<file path="src/rtl/top_core_pkg.sv">
// Shared definitions for the top_core execute datapath: widths, instruction field
// positions, flag indices and the opcode enumeration.
package top_core_pkg;

    localparam int unsigned DATA_W   = 32'd16;
    localparam int unsigned INSTR_W  = 32'd32;
    localparam int unsigned NUM_REGS = 32'd32;
    localparam int unsigned REG_AW   = 32'd5;
    localparam int unsigned FLAG_W   = 32'd4;

    localparam int unsigned OPC_HI   = 32'd31;
    localparam int unsigned OPC_LO   = 32'd27;
    localparam int unsigned RDST_HI  = 32'd26;
    localparam int unsigned RDST_LO  = 32'd22;
    localparam int unsigned RSRC1_HI = 32'd21;
    localparam int unsigned RSRC1_LO = 32'd17;
    localparam int unsigned IMM_BIT  = 32'd16;
    localparam int unsigned RSRC2_HI = 32'd15;
    localparam int unsigned RSRC2_LO = 32'd11;
    localparam int unsigned ISRC_HI  = 32'd15;
    localparam int unsigned ISRC_LO  = 32'd0;

    // flags_o = {sign, zero, overflow, carry}
    localparam int unsigned FLAG_CARRY = 32'd0;
    localparam int unsigned FLAG_OVF   = 32'd1;
    localparam int unsigned FLAG_ZERO  = 32'd2;
    localparam int unsigned FLAG_SIGN  = 32'd3;

    typedef enum logic [4:0] {
        OP_MOVSGPR = 5'd0,
        OP_MOV     = 5'd1,
        OP_ADD     = 5'd2,
        OP_SUB     = 5'd3,
        OP_MUL     = 5'd4,
        OP_ROR     = 5'd5,
        OP_AND     = 5'd6,
        OP_XOR     = 5'd7,
        OP_XNOR    = 5'd8,
        OP_NAND    = 5'd9,
        OP_NOR     = 5'd10,
        OP_NOT     = 5'd11
    } opcode_e;

endpackage

</file>
<file path="src/rtl/top_core_alu.sv">
// Combinational ALU for top_core: result, multiply high half and status flags.
// The multiplier only exists when TOP_CORE_MUL_EN is defined.
module top_core_alu
    import top_core_pkg::*;
(
    input  logic [4:0]        op_s,
    input  logic              imm_mode_s,
    input  logic [DATA_W-1:0] a_s,
    input  logic [DATA_W-1:0] b_s,
    input  logic [DATA_W-1:0] sgpr_s,
    output logic [DATA_W-1:0] result_s,
    output logic [DATA_W-1:0] mul_hi_s,
    output logic [FLAG_W-1:0] flags_s
);

    logic [DATA_W:0]   sum_s;
    logic [DATA_W:0]   diff_s;
    logic [3:0]        rot_s;
    logic              carry_s;
    logic              ovf_s;
    logic              sign_s;
    logic              zero_s;
`ifdef TOP_CORE_MUL_EN
    logic [2*DATA_W-1:0] prod_s;
    assign prod_s = {16'd0, a_s} * {16'd0, b_s};
`endif

    assign sum_s  = {1'b0, a_s} + {1'b0, b_s};
    assign diff_s = {1'b0, a_s} - {1'b0, b_s};
    assign rot_s  = b_s[3:0];

    // Opcode select plus carry/overflow, which only ADD and SUB produce
    always_comb begin
        result_s = 16'd0;
        mul_hi_s = 16'd0;
        carry_s  = 1'b0;
        ovf_s    = 1'b0;
        case (op_s)
            OP_MOVSGPR: result_s = sgpr_s;
            OP_MOV:     result_s = imm_mode_s ? b_s : a_s;
            OP_ADD: begin
                result_s = sum_s[DATA_W-1:0];
                carry_s  = sum_s[DATA_W];
                ovf_s    = (a_s[15] == b_s[15]) && (sum_s[15] != a_s[15]);
            end
            OP_SUB: begin
                result_s = diff_s[DATA_W-1:0];
                carry_s  = diff_s[DATA_W];
                ovf_s    = (a_s[15] != b_s[15]) && (diff_s[15] != a_s[15]);
            end
`ifdef TOP_CORE_MUL_EN
            OP_MUL: begin
                result_s = prod_s[DATA_W-1:0];
                mul_hi_s = prod_s[2*DATA_W-1:DATA_W];
            end
`endif
            OP_ROR:  result_s = (a_s >> rot_s) | (a_s << (5'd16 - {1'b0, rot_s}));
            OP_AND:  result_s = a_s & b_s;
            OP_XOR:  result_s = a_s ^ b_s;
            OP_XNOR: result_s = ~(a_s ^ b_s);
            OP_NAND: result_s = ~(a_s & b_s);
            OP_NOR:  result_s = ~(a_s | b_s);
            OP_NOT:  result_s = ~b_s;
            default: result_s = 16'd0;
        endcase
    end

    // Sign/zero follow the full 32-bit product for MUL, the 16-bit result otherwise
    always_comb begin
        sign_s = result_s[15];
        zero_s = (result_s == 16'd0);
`ifdef TOP_CORE_MUL_EN
        if (op_s == OP_MUL) begin
            sign_s = prod_s[31];
            zero_s = (prod_s == 32'd0);
        end else begin
            sign_s = result_s[15];
            zero_s = (result_s == 16'd0);
        end
`endif
    end

    assign flags_s = {sign_s, zero_s, ovf_s, carry_s};

endmodule

</file>
<file path="src/rtl/top_core.sv">
// Single-cycle 16-bit execute core: decode, 32x16 register file, SGPR and flags.
// Define TOP_CORE_MUL_EN to implement opcode 4 (MUL); otherwise it is illegal.
module top_core
    import top_core_pkg::*;
(
    input  logic                clk,
    input  logic                rst_n,
    input  logic [INSTR_W-1:0]  ir_i,
    input  logic                ir_valid_i,
    input  logic                host_we_i,
    input  logic [REG_AW-1:0]   host_waddr_i,
    input  logic [DATA_W-1:0]   host_wdata_i,
    input  logic [REG_AW-1:0]   host_raddr_i,
    output logic [DATA_W-1:0]   host_rdata_o,
    output logic [DATA_W-1:0]   sgpr_o,
    output logic [FLAG_W-1:0]   flags_o
);

    logic [DATA_W-1:0] gpr_r [NUM_REGS];
    logic [DATA_W-1:0] sgpr_r;
    logic [FLAG_W-1:0] flags_r;

    logic [4:0]        op_s;
    logic [REG_AW-1:0] rdst_s;
    logic [REG_AW-1:0] rsrc1_s;
    logic [REG_AW-1:0] rsrc2_s;
    logic              imm_mode_s;
    logic [DATA_W-1:0] isrc_s;
    logic [DATA_W-1:0] a_s;
    logic [DATA_W-1:0] b_s;
    logic [DATA_W-1:0] alu_res_s;
    logic [DATA_W-1:0] mul_hi_s;
    logic [FLAG_W-1:0] alu_flags_s;
    logic              legal_s;
    logic              wr_en_s;

    assign op_s       = ir_i[OPC_HI:OPC_LO];
    assign rdst_s     = ir_i[RDST_HI:RDST_LO];
    assign rsrc1_s    = ir_i[RSRC1_HI:RSRC1_LO];
    assign imm_mode_s = ir_i[IMM_BIT];
    assign rsrc2_s    = ir_i[RSRC2_HI:RSRC2_LO];
    assign isrc_s     = ir_i[ISRC_HI:ISRC_LO];

    assign a_s = gpr_r[rsrc1_s];
    assign b_s = imm_mode_s ? isrc_s : gpr_r[rsrc2_s];

    // Opcodes 12..31 never write anything; MUL is legal only with the multiplier built
    always_comb begin
        legal_s = 1'b0;
        case (op_s)
            OP_MOVSGPR, OP_MOV, OP_ADD, OP_SUB, OP_ROR, OP_AND,
            OP_XOR, OP_XNOR, OP_NAND, OP_NOR, OP_NOT: legal_s = 1'b1;
`ifdef TOP_CORE_MUL_EN
            OP_MUL:  legal_s = 1'b1;
`else
            OP_MUL:  legal_s = 1'b0;
`endif
            default: legal_s = 1'b0;
        endcase
    end

    assign wr_en_s = ir_valid_i && legal_s;

    top_core_alu u_alu (
        .op_s       (op_s),
        .imm_mode_s (imm_mode_s),
        .a_s        (a_s),
        .b_s        (b_s),
        .sgpr_s     (sgpr_r),
        .result_s   (alu_res_s),
        .mul_hi_s   (mul_hi_s),
        .flags_s    (alu_flags_s)
    );

    // Register file: host write is issued last so it overrides a same-index instruction write
    always_ff @(posedge clk or negedge rst_n) begin
        if (!rst_n) begin
            for (int i = 0; i < NUM_REGS; i++) begin
                gpr_r[i] <= 16'd0;
            end
        end else begin
            if (wr_en_s) begin
                gpr_r[rdst_s] <= alu_res_s;
            end
            if (host_we_i) begin
                gpr_r[host_waddr_i] <= host_wdata_i;
            end
        end
    end

    // SGPR captures the product high half on each executed MUL
    always_ff @(posedge clk or negedge rst_n) begin
        if (!rst_n) begin
            sgpr_r <= 16'd0;
        end else if (wr_en_s && (op_s == OP_MUL)) begin
            sgpr_r <= mul_hi_s;
        end
    end

    // Status flags update on every executed legal opcode
    always_ff @(posedge clk or negedge rst_n) begin
        if (!rst_n) begin
            flags_r <= 4'd0;
        end else if (wr_en_s) begin
            flags_r <= alu_flags_s;
        end
    end

    assign host_rdata_o = gpr_r[host_raddr_i];
    assign sgpr_o       = sgpr_r;
    assign flags_o      = flags_r;

endmodule

</file>
<file path="config.mk">
export PLATFORM = sky130hd
export DESIGN_NAME = top_core
export DESIGN_NICKNAME = d
export VERILOG_FILES = /design/src/rtl/top_core_pkg.sv /design/src/rtl/top_core_alu.sv /design/src/rtl/top_core.sv
export SDC_FILE = /design/constraint.sdc
export NUM_CORES = 2
export LEC_CHECK = 0
export ABC_AREA = 0
export BUFFER_PORTS_ARGS = -buffer_cell sky130_fd_sc_hd__buf_2
export CAP_MARGIN = 15
export CORE_MARGIN = 3
export CORE_UTILIZATION = 35
export CTS_BUF_LIST = sky130_fd_sc_hd__clkbuf_2
export DETAILED_ROUTE_END_ITERATION = 10
export PLACE_DENSITY = 0.53
export SYNTH_ARGS = -nofsm -noshare
export SYNTH_HDL_FRONTEND = slang
export SYNTH_SLANG_ARGS = --single-unit
</file>
<file path="constraint.sdc">
create_clock -name clk -period 7.9 [get_ports clk]
set_input_delay 0.79 -clock clk [delete_from_list [all_inputs] [get_ports clk]]
set_output_delay 0.79 -clock clk [all_outputs]
set_load 0.05 [all_outputs]
</file>
# After elaboration in Yosys (flattened, before gate mapping)
# Memories as Yosys holds them, arrays and structs flattened.
# Index checks and enable logic that the tools add are counted.
# word_totals
regBits	516
latchBits	0
ram_bits	0
mem_bits_ro	16
input_bits	62
word_cells	102
n_memories	1
# classes
addsub	3
mul	0
div_mod_pow	0
magnitude_cmp	7
n_eq_ne	14
n_shift	2
n_mux	23
bitwise_logic	13
n_reduce_logical	6
# memory_table
name	words	width	rd	rd_clocked_by_memory_dff	write_ports	line_no	rtl
(no name shown)	16	1	1	0	0	top_core.sv:50	case (op_s)
# op_table
op	count
512-bit bitwise mux	2
512-bit two-way mux	2
16-bit binary-select mux with 5-bit select	3
16-bit demux with 5-bit select	2
16-bit two-way mux	10
16-bit one-hot mux with 10 select lines	1
16-bit inverter	4
16-bit bitwise OR	2
6-bit greater-or-equal comparator (second input constant)	5
5-bit inverter with 6-bit output	5
5-bit by 4-bit == test with 1-bit output (second input constant)	4
16-bit by 16-bit adder with 17-bit output	1
16-bit by 16-bit subtractor with 17-bit output	1
16-bit AND	1
16-bit zero test	1
16-bit by 5-bit left shift with 16-bit output	1
16-bit by 4-bit right shift with 16-bit output	1
16-bit XOR	1
5-bit by 3-bit == test with 1-bit output (second input constant)	3
6-bit by 1-bit < comparator with 1-bit output (second input constant)	2
5-bit by 2-bit == test with 1-bit output (second input constant)	2
5-bit by 1-bit == test with 1-bit output (second input constant)	1
1-bit logical AND	5
5-bit by 4-bit subtractor with 5-bit output (first input constant)	1
4 further kinds	7

# Longest topological paths before layout
# depth
ltp_word	13
ltp_mapped	27
depth_no_buf	19

# By module
# From an unflattened synthesis, not the netlist that was laid out.
# hier_totals
hier_cells	4037
area_unflattened_um2	42978.7
# modules_own_cells
module	n_inst	cells_each	area_per_inst_um2	seq_area_each_um2
top_core	1	3309	37633.6	13312.8
top_core_alu	1	728	5345.1	0.0

# Least setup slack after synthesis
# No wires, ideal clock.
# synth_path
kind	input-to-reg
startpoint	input ir_i[11]
endpoint	register flags_r[2], in the netlist flags_o[2]
setup_ns	0.104
arrival_ns	5.879
required_ns	7.796
setup_slack_ns	1.917
cell_stages	23
path_cell_list	buf_6 -> buf_6 -> buf_6 -> buf_6 -> buf_6 -> buf_6 -> buf_6 -> mux4_2 -> mux4_2 -> o311ai_1 -> ha_1 -> clkbuf_1 -> o21a_1 -> nor2_1 -> o31ai_1 -> a21o_1 -> a311o_1 -> a21oi_1 -> mux2i_1 -> xnor2_1 -> o211ai_1 -> or4b_1 -> o41ai_2
# synth_between
elab_chain_cells	10
# synth_rtl
item	line_no	rtl
start: declaration	top_core.sv:8	input logic [INSTR_W-1:0] ir_i,
5-bit inverter with 6-bit output (implied by the code)	top_core.sv:45	assign b_s = imm_mode_s ? isrc_s : gpr_r[rsrc2_s];
16-bit binary-select mux with 5-bit select	top_core.sv:45	
16-bit two-way mux (implied by the code) (2 in series)	top_core.sv:45	
16-bit two-way mux *	top_core.sv:45	
5-bit by 4-bit subtractor with 5-bit output	top_core_alu.sv:57	OP_ROR: result_s = (a_s >> rot_s) | (a_s << (5'd16 - {1'b0, rot_s}));
16-bit by 5-bit left shift with 16-bit output	top_core_alu.sv:57	
16-bit bitwise OR	top_core_alu.sv:57	
16-bit one-hot mux with 10 select lines *	top_core_alu.sv:38	case (op_s)
16-bit zero test *	top_core_alu.sv:71	zero_s = (result_s == 16'd0);
end signal: assignment	top_core.sv:105	flags_r <= alu_flags_s;
end: declaration	top_core.sv:21	logic [FLAG_W-1:0] flags_r;
# Mark *: on every way between the ends. The rest lies on a longest branch, timed or not. The select of a mux whose other input is x is not followed.
# A chain may end at the register's enable or synchronous reset.

# Worst setup path after layout
# layout_path
startpoint	register gpr_r[400] (netlist name)
endpoint	register gpr_r[92] (netlist name)
# layout_between
elab_chain_cells	12
# layout_rtl
item	line_no	rtl
start: declaration	top_core.sv:19	logic [DATA_W-1:0] gpr_r [NUM_REGS];
start signal: indexed assignment	top_core.sv:83	gpr_r[rdst_s] <= alu_res_s;
start signal: indexed assignment	top_core.sv:86	gpr_r[host_waddr_i] <= host_wdata_i;
16-bit binary-select mux with 5-bit select	top_core.sv:45	
16-bit two-way mux (implied by the code) (2 in series)	top_core.sv:45	
16-bit two-way mux	top_core.sv:45	
5-bit by 4-bit subtractor with 5-bit output	top_core_alu.sv:57	
16-bit by 5-bit left shift with 16-bit output	top_core_alu.sv:57	
16-bit bitwise OR	top_core_alu.sv:57	
16-bit one-hot mux with 10 select lines *	top_core_alu.sv:38	
512-bit bitwise mux *	top_core.sv:83	
512-bit two-way mux *	top_core.sv:82	if (wr_en_s) begin
512-bit bitwise mux	top_core.sv:86	
512-bit two-way mux *	top_core.sv:85	if (host_we_i) begin
# Marked as above.

==> results.toml <==
[timing]
drv_slew = 0
clock_skew_ns = 0.09034
setup_viol = 0
finalHoldViolCount = 0
final.setup.tns_ns = 0
slew_headroom_pct = 14.47
rsz0062_at_grt = "no"
min_period_ns = 6.073
fmaxAchievable_mhz = 164.7
fin_crit_sh_pct = 76.88
worst_pin_slew_ns = 1.278

[drt]
ant_nets = 0
wl_um = 188000
drt_first_pass_iters = 6
avgViaCountPerCell = 6.362
drtIter0Drc = 5285
via_count = 37450
post_drt_wl_per_cell_um = 31.93
drc = 0

[clocking]
cts_tree = "yes"
cts_root_buf = "clkbuf_2"
htreeDepth = 4
cts-buffers-inserted = 152
clock_latency_ns = 1.41
clockBufferDepth = 3
clkTransAtPathRegs_ns = 0.11
clkSinkCount = 516

[grt]
grt_usage_pct = 30.40
grt_antenna_before_repair = 19
grt_pass1_wl_um = 266300
grt_pass1_vias = 35520
grt_max_degree = 142
overflow = 0

[job]
maxCapViolCount = 0

[cells_and_area]
drive_above_1_share_pct = 22.53
nNetsFinal = 4360
final_area_um2 = 44320
final_common_cell = "nand2_1"
final_cell_mix = "nand2_1, o21ai_0, dfrtp_1"
synthToLayoutAreaGrowth_pct = 7.955

[critical_path]
cp-endpoint = "gpr_r[92]"
r2r_end = "gpr_r[92]"
end_kind = "flip-flop"
critPathLaunch = "gpr_r[400]"
r2r_start = "gpr_r[400]"
arrival_ns = 7.36
r2r_slack_ns = 1.83
r2r.worst_path.cells = 20
path_max_fanout = 32
path_class = "reg2reg"
worst_ep_required_time_ns = 9.19
critPathLaunchType = "flip-flop"

[pwr]
internal_power_uw = 5902
clockPowerShare_pct = 20.9
leakagePower_uw = 0.01900
p_comb_share_pct = 39.5
power_uw = 10170
p_sw_uw = 4269
powerDensity_nw_per_um2 = 229.5
seqPwrFrac_pct = 39.6
irDropWorstVdd_uv = 142.5
swShare_pct = 41.97

[floorplanning]
dieArea_um2 = 121400
rows = 125
core_um2 = 116400
die_h_um = 348.5
fp.dieW_um = 348.5
start_util_pct = 35.28
io_pins = 98

[min_path]
holdCritStartpoint = "host_waddr_i[4]"
hold_class = "in2reg"

[synthesis]
yosysSeqAreaShare_pct = 31.45
async_flop_share_pct = 100.0
syn_inst = 4310
synth_cell_types = 90
ys_ff_latch = 516
synth-edff-count = 0
synth_warnings = 0
synth_ff_type = "dfrtp_1"
syn_area_per_cell_um2 = 9.525
synth_area_um2 = 41050

[outcome]
status = "finished, final reports clean"

[place]
hpwl_um = 115200
placed_area_um2 = 42680
gp_congestion = 0.9476
port_buffers = 81
==> logic make-up (layout without fill, tap and decap cells) <==
| kind of cell | count (synthesis) | count (layout) | share of synthesized area [%] |
|---|---|---|---|
| AO/OA/AOI/OAI | 1109 | 1109 | 15.45 |
| XOR/XNOR | 15 | 15 | 0.3383 |
| adder cells (fa/ha/maj) | 55 | 55 | 1.713 |
| buffers and inverters | 517 | 546 | 5.672 |
| flip-flops | 516 | 516 | 31.45 |
| multiplexers | 904 | 904 | 33.31 |
| other | 1 | 25 | 0.009135 |
| AND/OR/NAND/NOR | 1193 | 1193 | 12.05 |
==> synth_stat cells, types with 18 or more instances <==
cell	number	area (um^2)
a21oi_1	265	1326
dfrtp_1	516	12910
inv_1	49	183.9
nand3_1	63	315.3
nand2_1	668	2507
buf_6	25	281.5
mux2_2	87	979.7
a211oi_1	21	157.7
nor2_1	326	1224
clkbuf_1	300	1126
o21ai_1	70	350.3
buf_4	27	202.7
nor2b_1	19	118.9
mux4_2	361	8130
o21ai_0	518	2592
a22oi_1	68	510.5
o211ai_1	28	210.2
nand2b_1	22	137.6
ha_1	53	663.1
mux2i_1	455	4554
nor3_1	18	90.09
buf_2	77	385.4
buf_1	33	123.9
==> worst min-delay path by stage <==
stage / endpoint / depth (start not counted) / slack [ns]
floorplan: flags_o[0] / 0 / 0.49
finish: gpr_r[77] / 4 / 0.18
detailed placement: flags_o[1] / 2 / 0.48
global route: gpr_r[326] / 5 / 0.12
CTS: gpr_r[326] / 5 / 0.01
global placement: flags_o[1] / 2 / 0.49
==> power groups by stage <==
stage	Sequential, uW	Clock, uW	Combinational (uW)
floorplan	3760	0	2890
global placement	4030	0	3870
detailed placement	4050	0	3920
CTS	4000	2160	3940
global route	4110	2300	4290
finish	4030	2130	4020
==> flip-flops by register name, summed over array words and instances, names as in the netlist <==
register	flops
flags_o	4
gpr_r	512
==> critical path, cell delays in order, from the launching register on <==
cell,delay (ns)
dfrtp_1,0.44
mux4_2,0.48
and3_1,0.19
a31oi_1,0.15
and4_1,0.49
inv_2,0.15
ha_1,0.26
fa_1,0.45
nor2b_1,0.19
o2111ai_1,0.15
and3_1,0.21
o31ai_1,0.52
a21o_1,0.22
a21oi_1,0.08
xnor2_1,0.15
and3_1,0.20
a211oi_1,0.40
and2_1,0.38
buf_4,0.39
o21ai_0,0.15
mux2_2,0.30
==> through the flow <==
stage | std cells | utilization (%) | setup WS [ns] | hold WS, ns
after floorplan | 4325 | - | 1.917 | 0.4944
after global placement | 5589 | 36.68 | 0.6951 | 0.4901
after detailed placement | 5589 | 36.68 | 0.7153 | 0.4796
after CTS | 5875 | 38.01 | 2.044 | 0.01352
after global routing | 5880 | 38.07 | 1.562 | 0.1237
final | 5887 | 38.08 | 1.827 | 0.1819
==> final cells by class <==
cell class                      instances  area [um^2]
Antenna cell                            9        22.52
Clock buffer                          223         1116
Clock inverter                         42        215.2
Fill cell                           11730        72050
Inverter                               53        198.9
Multi-Input combinational cell       3292        26230
Sequential cell                       516        12910
Tap cell                             1524         1907
Timing Repair Buffer                  228         1719
==> per-layer routing <==
metal,vias up,GRT usage [%],share of wire (%)
li1,15740,-,-
met1,18510,40.50,39
met2,2615,43.61,42
met3,583,10.46,13
met4,6,15.65,5.8
met5,-,0,0.021
==> what timing repair did <==
item | CTS | global route
endpoints found under the setup margin | 0 | 0
hold endpoints to repair | 619 | 0
buffers inserted | 0 | 0
resized for setup | 0 | 0
hold buffers | 21 | 0
Power figures use the tool's default switching activity.
